--- src/rtl/hazard_ctrl.sv ---
// Hazard controller for the 5-stage MIPS pipeline: tracks in-flight destinations
// through E/M/W and produces the D-stage stall, forwarding selects and mult/div busy.
module hazard_ctrl #(
    parameter int MULT_CYC = 5,
    parameter int DIV_CYC  = 10
) (
    input  logic       clk,
    input  logic       reset,
    input  logic [4:0] D_rs,
    input  logic [4:0] D_rt,
    input  logic [1:0] D_Tuse_rs,
    input  logic [1:0] D_Tuse_rt,
    input  logic [4:0] D_dst,
    input  logic [1:0] D_Tnew,
    input  logic       D_link,
    input  logic [1:0] D_md_start,
    input  logic       D_md_use,
    output logic       stall,
    output logic [2:0] rsMUXop,
    output logic [2:0] rtMUXop,
    output logic [2:0] E_rsMUXop,
    output logic [2:0] E_rtMUXop,
    output logic       md_busy
);

    localparam logic [2:0] SEL_GPR   = 3'b000;
    localparam logic [2:0] SEL_WDATA = 3'b001;
    localparam logic [2:0] SEL_MDATA = 3'b010;
    localparam logic [2:0] SEL_EPC8  = 3'b011;
    localparam logic [2:0] SEL_MPC8  = 3'b100;

    typedef struct packed {
        logic [4:0] dst;
        logic [1:0] tnew;
        logic       link;
        logic [4:0] rs;
        logic [4:0] rt;
        logic [1:0] mdStart;
    } eStage_t;

    typedef struct packed {
        logic [4:0] dst;
        logic [1:0] tnew;
        logic       link;
    } mStage_t;

    eStage_t    eStage_q, eStage_d;
    mStage_t    mStage_q, mStage_d;
    logic [4:0] wDst_q;
    logic [3:0] mdCnt_q, mdCnt_d;

    logic stallRs, stallRt, mdBusy;

    // Youngest matching stage decides; a match in E is never forwarded from E itself
    // except for link values, the stall (or the E-stage mux) covers the rest.
    function automatic logic [2:0] fwdSel(input logic [4:0] src, input logic useE,
                                          input eStage_t e, input mStage_t m,
                                          input logic [4:0] wDst);
        logic [2:0] sel;
        sel = SEL_GPR;
        if (src == 5'd0)
            sel = SEL_GPR;
        else if (useE && e.dst == src)
            sel = e.link ? SEL_EPC8 : SEL_GPR;
        else if (m.dst == src)
            sel = m.link ? SEL_MPC8 : ((m.tnew == 2'd0) ? SEL_MDATA : SEL_GPR);
        else if (wDst == src)
            sel = SEL_WDATA;
        return sel;
    endfunction

    function automatic logic srcStall(input logic [4:0] src, input logic [1:0] tuse,
                                      input eStage_t e, input mStage_t m);
        logic hit;
        hit = 1'b0;
        if (src == 5'd0)
            hit = 1'b0;
        else if (e.dst == src)
            hit = (e.tnew > tuse);
        else if (m.dst == src)
            hit = (m.tnew > tuse);
        return hit;
    endfunction

    assign stallRs = srcStall(D_rs, D_Tuse_rs, eStage_q, mStage_q);
    assign stallRt = srcStall(D_rt, D_Tuse_rt, eStage_q, mStage_q);
    assign mdBusy  = (mdCnt_q != 4'd0) || (eStage_q.mdStart != 2'b00);

    assign md_busy   = mdBusy;
    assign stall     = stallRs | stallRt | (D_md_use & mdBusy) | ((D_md_start != 2'b00) & mdBusy);
    assign rsMUXop   = fwdSel(D_rs, 1'b1, eStage_q, mStage_q, wDst_q);
    assign rtMUXop   = fwdSel(D_rt, 1'b1, eStage_q, mStage_q, wDst_q);
    assign E_rsMUXop = fwdSel(eStage_q.rs, 1'b0, eStage_q, mStage_q, wDst_q);
    assign E_rtMUXop = fwdSel(eStage_q.rt, 1'b0, eStage_q, mStage_q, wDst_q);

    always_comb begin
        eStage_d = '0;
        if (!stall) begin
            eStage_d.dst     = D_dst;
            eStage_d.tnew    = D_Tnew;
            eStage_d.link    = D_link;
            eStage_d.rs      = D_rs;
            eStage_d.rt      = D_rt;
            eStage_d.mdStart = D_md_start;
        end

        mStage_d.dst  = eStage_q.dst;
        mStage_d.link = eStage_q.link;
        mStage_d.tnew = (eStage_q.tnew == 2'd0) ? 2'd0 : eStage_q.tnew - 2'd1;

        // The counter is loaded as the mult/div leaves E; until then E.mdStart holds busy.
        mdCnt_d = mdCnt_q;
        if (eStage_q.mdStart == 2'b01)
            mdCnt_d = 4'(MULT_CYC);
        else if (eStage_q.mdStart == 2'b10)
            mdCnt_d = 4'(DIV_CYC);
        else if (mdCnt_q != 4'd0)
            mdCnt_d = mdCnt_q - 4'd1;
    end

    always_ff @(posedge clk) begin
        if (reset) begin
            eStage_q <= '0;
            mStage_q <= '0;
            wDst_q   <= '0;
            mdCnt_q  <= '0;
        end else begin
            eStage_q <= eStage_d;
            mStage_q <= mStage_d;
            wDst_q   <= mStage_q.dst;
            mdCnt_q  <= mdCnt_d;
        end
    end

endmodule

--- config.mk ---
export PLATFORM = sky130hd
export DESIGN_NAME = hazard_ctrl
export DESIGN_NICKNAME = d
export VERILOG_FILES = /design/src/rtl/hazard_ctrl.sv
export SDC_FILE = /design/constraint.sdc
export NUM_CORES = 1
export LEC_CHECK = 0
export CORE_MARGIN = 2
export CORE_UTILIZATION = 30
export CTS_BUF_LIST = sky130_fd_sc_hd__clkbuf_16
export CTS_CLUSTER_DIAMETER = 60
export DETAILED_ROUTE_END_ITERATION = 6
export GPL_ROUTABILITY_DRIVEN = 0
export SLEW_MARGIN = 5
export SYNTH_ARGS = -nofsm -noshare
export SYNTH_HDL_FRONTEND = slang
export SYNTH_SLANG_ARGS = --single-unit
--- constraint.sdc ---
create_clock -name clk -period 5.8 [get_ports clk]
set_input_delay 1.16 -clock clk [delete_from_list [all_inputs] [get_ports clk]]
set_output_delay 1.16 -clock clk [all_outputs]
set_load 0.02 [all_outputs]
# After elaboration in Yosys (flattened, before gate mapping)

Cells that the tools add are included.

Div/mod/pow operators: 0
Bitwise operators: 5
Reductions and logical operators: 15
Shift operators: 0
Magnitude comparators: 4
Add/subtract/negate cells: 2
Equal/unequal tests: 12
Multiplexer cells: 26
$mul: 0

Operators by type and width:

| kind                                              | number |
|---|---|
| == test 5 bit                                     | 10 |
| two-way mux 3 bit                                 | 12 |
| logical NOT 5 bit                                 | 4 |
| two-way mux 1 bit                                 | 10 |
| greater-than comparator 2 bit                     | 4 |
| two-way mux 4 bit                                 | 2 |
| nonzero test 2 bit                                | 3 |
| OR reduction 2 bit                                | 3 |
| logical NOT 2 bit                                 | 2 |
| two-way mux 2 bit                                 | 2 |
| nonzero test 4 bit                                | 1 |
| subtractor 4 x 1 -> 4 bit (second input constant) | 1 |
| OR 1 bit                                          | 3 |
| nonzero test 3 bit                                | 1 |
| AND 1 bit                                         | 2 |
| == test 2 x 1 -> 1 bit (second input constant)    | 1 |
| == test 2 bit (second input constant)             | 1 |
| subtractor 2 x 1 -> 2 bit (second input constant) | 1 |
| logical OR 1 bit                                  | 1 |

Memory bits (read-only): 0
Input bits: 27
Latch bits: 0
Flip-flop bits (word level): 37
Output and inout bits: 14
Memories: 0
Word-level logic and storage cells: 76
Memory bits (writable): 0

# Depth between registers and ports, before layout

Depth after elaboration: 8
Gate-level depth with buffers: 8
Depth with buffers taken out: 7

# Least setup slack after synthesis

No wires, ideal clock.

Kind: input to output
Start point: input D_rs[1]
End point: output stall
Required time: 4.640 ns
Cell stages on the path: 5
Arrival time: 2.651 ns
Path buffers: 0
Setup slack: 1.989 ns
Path through: or4_4 nor2_4 a211oi_1 and3_1 or4_1

Longest elaborated chain between the ends: 7
Elaborated cells on any way between the ends: 9
Classes of those cells: eq/ne: 2; mux: 3; bitwise: 3; reduce/logical: 1

Ends and longest elaborated chain:

| element                  | line | source |
|---|---|---|
| start: declaration       | 9    | `input logic [4:0] D_rs,` |
| == test 5 bit            | 80   | `else if (m.dst == src)` |
| two-way mux 1 bit        | 80   |  |
| two-way mux 1 bit        | 78   | `else if (e.dst == src)` |
| two-way mux 1 bit *      | 76   | `if (src == 5'd0)` |
| OR 1 bit * (3 in series) | 90   | `assign stall = stallRs \| stallRt \| (D_md_use & mdBusy) \| ((D_md_start != 2'b00) & mdBusy);` |
| end: declaration         | 18   | `output logic stall,` |

Every way passes the cells marked *; elsewhere a longest branch is shown, timed or not.

# Worst setup path in the final report

Same ends and word-level chain as after synthesis.

==> flow_metrics.py <==
metrics = {
    "detailed_routing": {
        "wire_per_inst_microns": 14.3,
        "drc": 0,
        "wl_microns": 6130,
        "ant_nets": 0,
        "routed_via_density": 4.87,
        "drtIter0Drc": 74,
        "dr.pass1.iters": 4,
        "route.vias.total": 2083,
    },
    "floorplanning": {
        "coreArea_sq_um": 7690,
        "initial_utilization_pct": 30.9,
        "dieArea_sq_um": 8640,
        "die_w_microns": 93.0,
        "die_y_microns": 93.0,
        "rows": 32,
        "io-pin-count": 41,
    },
    "grt": {
        "grt.overflow.total": 0,
        "grt_pass1_vias": 2035,
        "grt_pass1_wl_microns": 10100,
        "grt.total_usage_pct": 14.7,
        "antenna_found_initial": 0,
        "grt_max_degree": 38,
    },
    "sta": {
        "fmax_ghz": 0.198,
        "final.setup.tns_ns": 0,
        "min_period_ns": 5.04,
        "setup_viol": 0,
        "worstMarginPinSlew_ns": 0.596,
        "fin_crit_sh_pct": 86.9,
        "hold_violations": 0,
        "finalClockSkew_ns": 0.00481,
        "max_slew_margin_pct": 60.0,
        "maxSlewViolCount": 0,
        "rsz0062_at_grt": "false",
    },
    "synth": {
        "ys_seq_area_share_pct": 31.2,
        "synth_area_sq_um": 2370,
        "ys_ff_latch": 37,
        "synth_ff_type": "dfxtp_1",
        "yosys.area.top_type": "dfxtp_1",
        "syn-instance-count": 291,
        "synthDistinctLibCells": 33,
        "synth_area_leaders": "dfxtp_1, xor2_1, xnor2_1",
        "yosysTopAreaCellShare_pct": 31.2,
        "synth_edf_count": 0,
        "synthArstFlopShare_pct": 0,
        "syn_avg_cell_area_sq_um": 8.16,
        "yosysWarnings": 0,
        "synth_fp_nets": 329,
    },
    "clock_tree": {
        "clock_latency_ns": 0.28,
        "postCtsHoldBufs": 0,
        "cts_inserted_buffers": 5,
        "cts_sinks": 37,
        "post_cts.repair.setup_buffers": 0,
        "cts.clk_slew.worst_paths_ns": 0.05,
        "cts_max_level": 2,
        "clock-root-buffer": "clkbuf_16",
        "cts_tree": "done",
        "cts_resized": 0,
        "clockBufferDepth": 2,
    },
    "final_layout": {
        "seq_area_sq_um": 741,
        "fillers": 803,
        "final_cells": 428,
        "nNetsFinal": 363,
        "mostFrequentLayoutCell": "clkdlybuf4s50_1",
        "area_growth_syn_to_layout_pct": 28.3,
        "final_layout_size_suffix_gt1_share_pct": 5.21,
        "n_antenna_cell": 0,
        "multiInputGateArea_sq_um": 1520,
        "fin_util_pct": 39.6,
        "final_cell_mix": "clkdlybuf4s50_1, dfxtp_1, nor2b_1, xor2_1, o21ai_0",
    },
    "worst_setup_path": {
        "crit_fanout": 21,
        "endpoint_kind": "output port",
        "arrival_ns": 3.88,
        "crit_path_start_kind": "input pin",
        "required_ns": 4.64,
        "critical_path_class": "input pin to output port",
    },
    "placement": {
        "dp_cells": 420,
        "dpl.hpwl_microns": 4550,
        "portBuffers": 40,
    },
    "status": {
        "status": "complete, no violations",
    },
    "pwr": {
        "power_density_nw_per_um2": 385,
        "peakVddDrop_uv": 158,
        "p_leak_uw": 0.00119,
    },
    "flow_run": {
        "max-cap-violations": 0,
    },
    "worst_hold_path": {
        "hp-class": "register to register",
    },
}
## critical path: stages
cell and delay, ns:
clkdlybuf4s50_1 0.52, or4_4 0.61, nor2_4 0.16, o32ai_2 0.11
buf_4 0.22, or4_1 0.54, clkdlybuf4s50_1 0.56
## power by group
group	internal, uW	switching [uW]	total (uW)
logic	241	263	504
clock network	199	94.4	294
registers	311	64.5	375
## cell type report
cell class / count / area share, %
Clock inverter: 3 / 1.23
Timing Repair Buffer: 46 / 14.6
Tap cell: 102 / 4.19
Inverter: 14 / 1.72
Sequential cell: 37 / 24.3
Multi-Input combinational cell: 221 / 49.8
Clock buffer: 5 / 4.11
## per-stage QoR
step | area, sq um | hold WS [ns] | worst slack, ns | total power (uW)
6_report | 3050 | 0.422 | 0.761 | 1170
5_1_grt | 3050 | 0.449 | 0.666 | 1260
4_1_cts | 3050 | 0.417 | 0.744 | 1190
3_5_place_dp | 2880 | 0.409 | 0.770 | 887
3_3_place_gp | 2880 | 0.408 | 0.789 | 880
2_1_floorplan | 2370 | 0.400 | 1.99 | 711
## sequential cells by signal (all words and copies together) (netlist names)
signal    cells
wDst_q        5
mStage_q      8
eStage_q     20
mdCnt_q       4
## routing by layer
metal	vias to the layer above	routed length, microns	global-route usage (%)
li1	1079	-	-
met1	953	2750	18.6
met2	43	3060	25.8
met3	8	212	2.90
met4	0	104	3.43
met5	-	0	0
## final timing paths
path,start,to,slack (ns),cells after the start
hold reg to reg,eStage_q[13],mStage_q[1],0.42,1
setup reg to reg,mdCnt_q[0],eStage_q[17],3.60,7
hold / removal,eStage_q[13],mStage_q[1],0.42,1
setup / recovery,D_rs[1],stall,0.76,7
## synth_stat cells, types with 3 or more instances
master	count
a21oi_1	9
buf_2	5
clkbuf_1	12
dfxtp_1	37
ha_1	11
inv_1	14
nand2_1	9
nand3_1	9
nand4_1	3
nor2_1	8
nor2b_1	32
nor3_1	15
nor4_1	24
o21ai_0	28
or4_1	4
xnor2_1	23
xor2_1	28
## cells by family after synthesis
| logic type | after synthesis | synth area share (%) |
|---|---|---|
| compound gates | 41 | 9.22 |
| xor+xnor | 51 | 18.8 |
| flops | 37 | 31.2 |
| mux | 1 | 0.422 |
| fa+ha+maj | 12 | 6.22 |
| buf+inv | 33 | 5.48 |
| simple gates | 116 | 28.7 |
No activity file was read; power rests on OpenSTA's default activity.
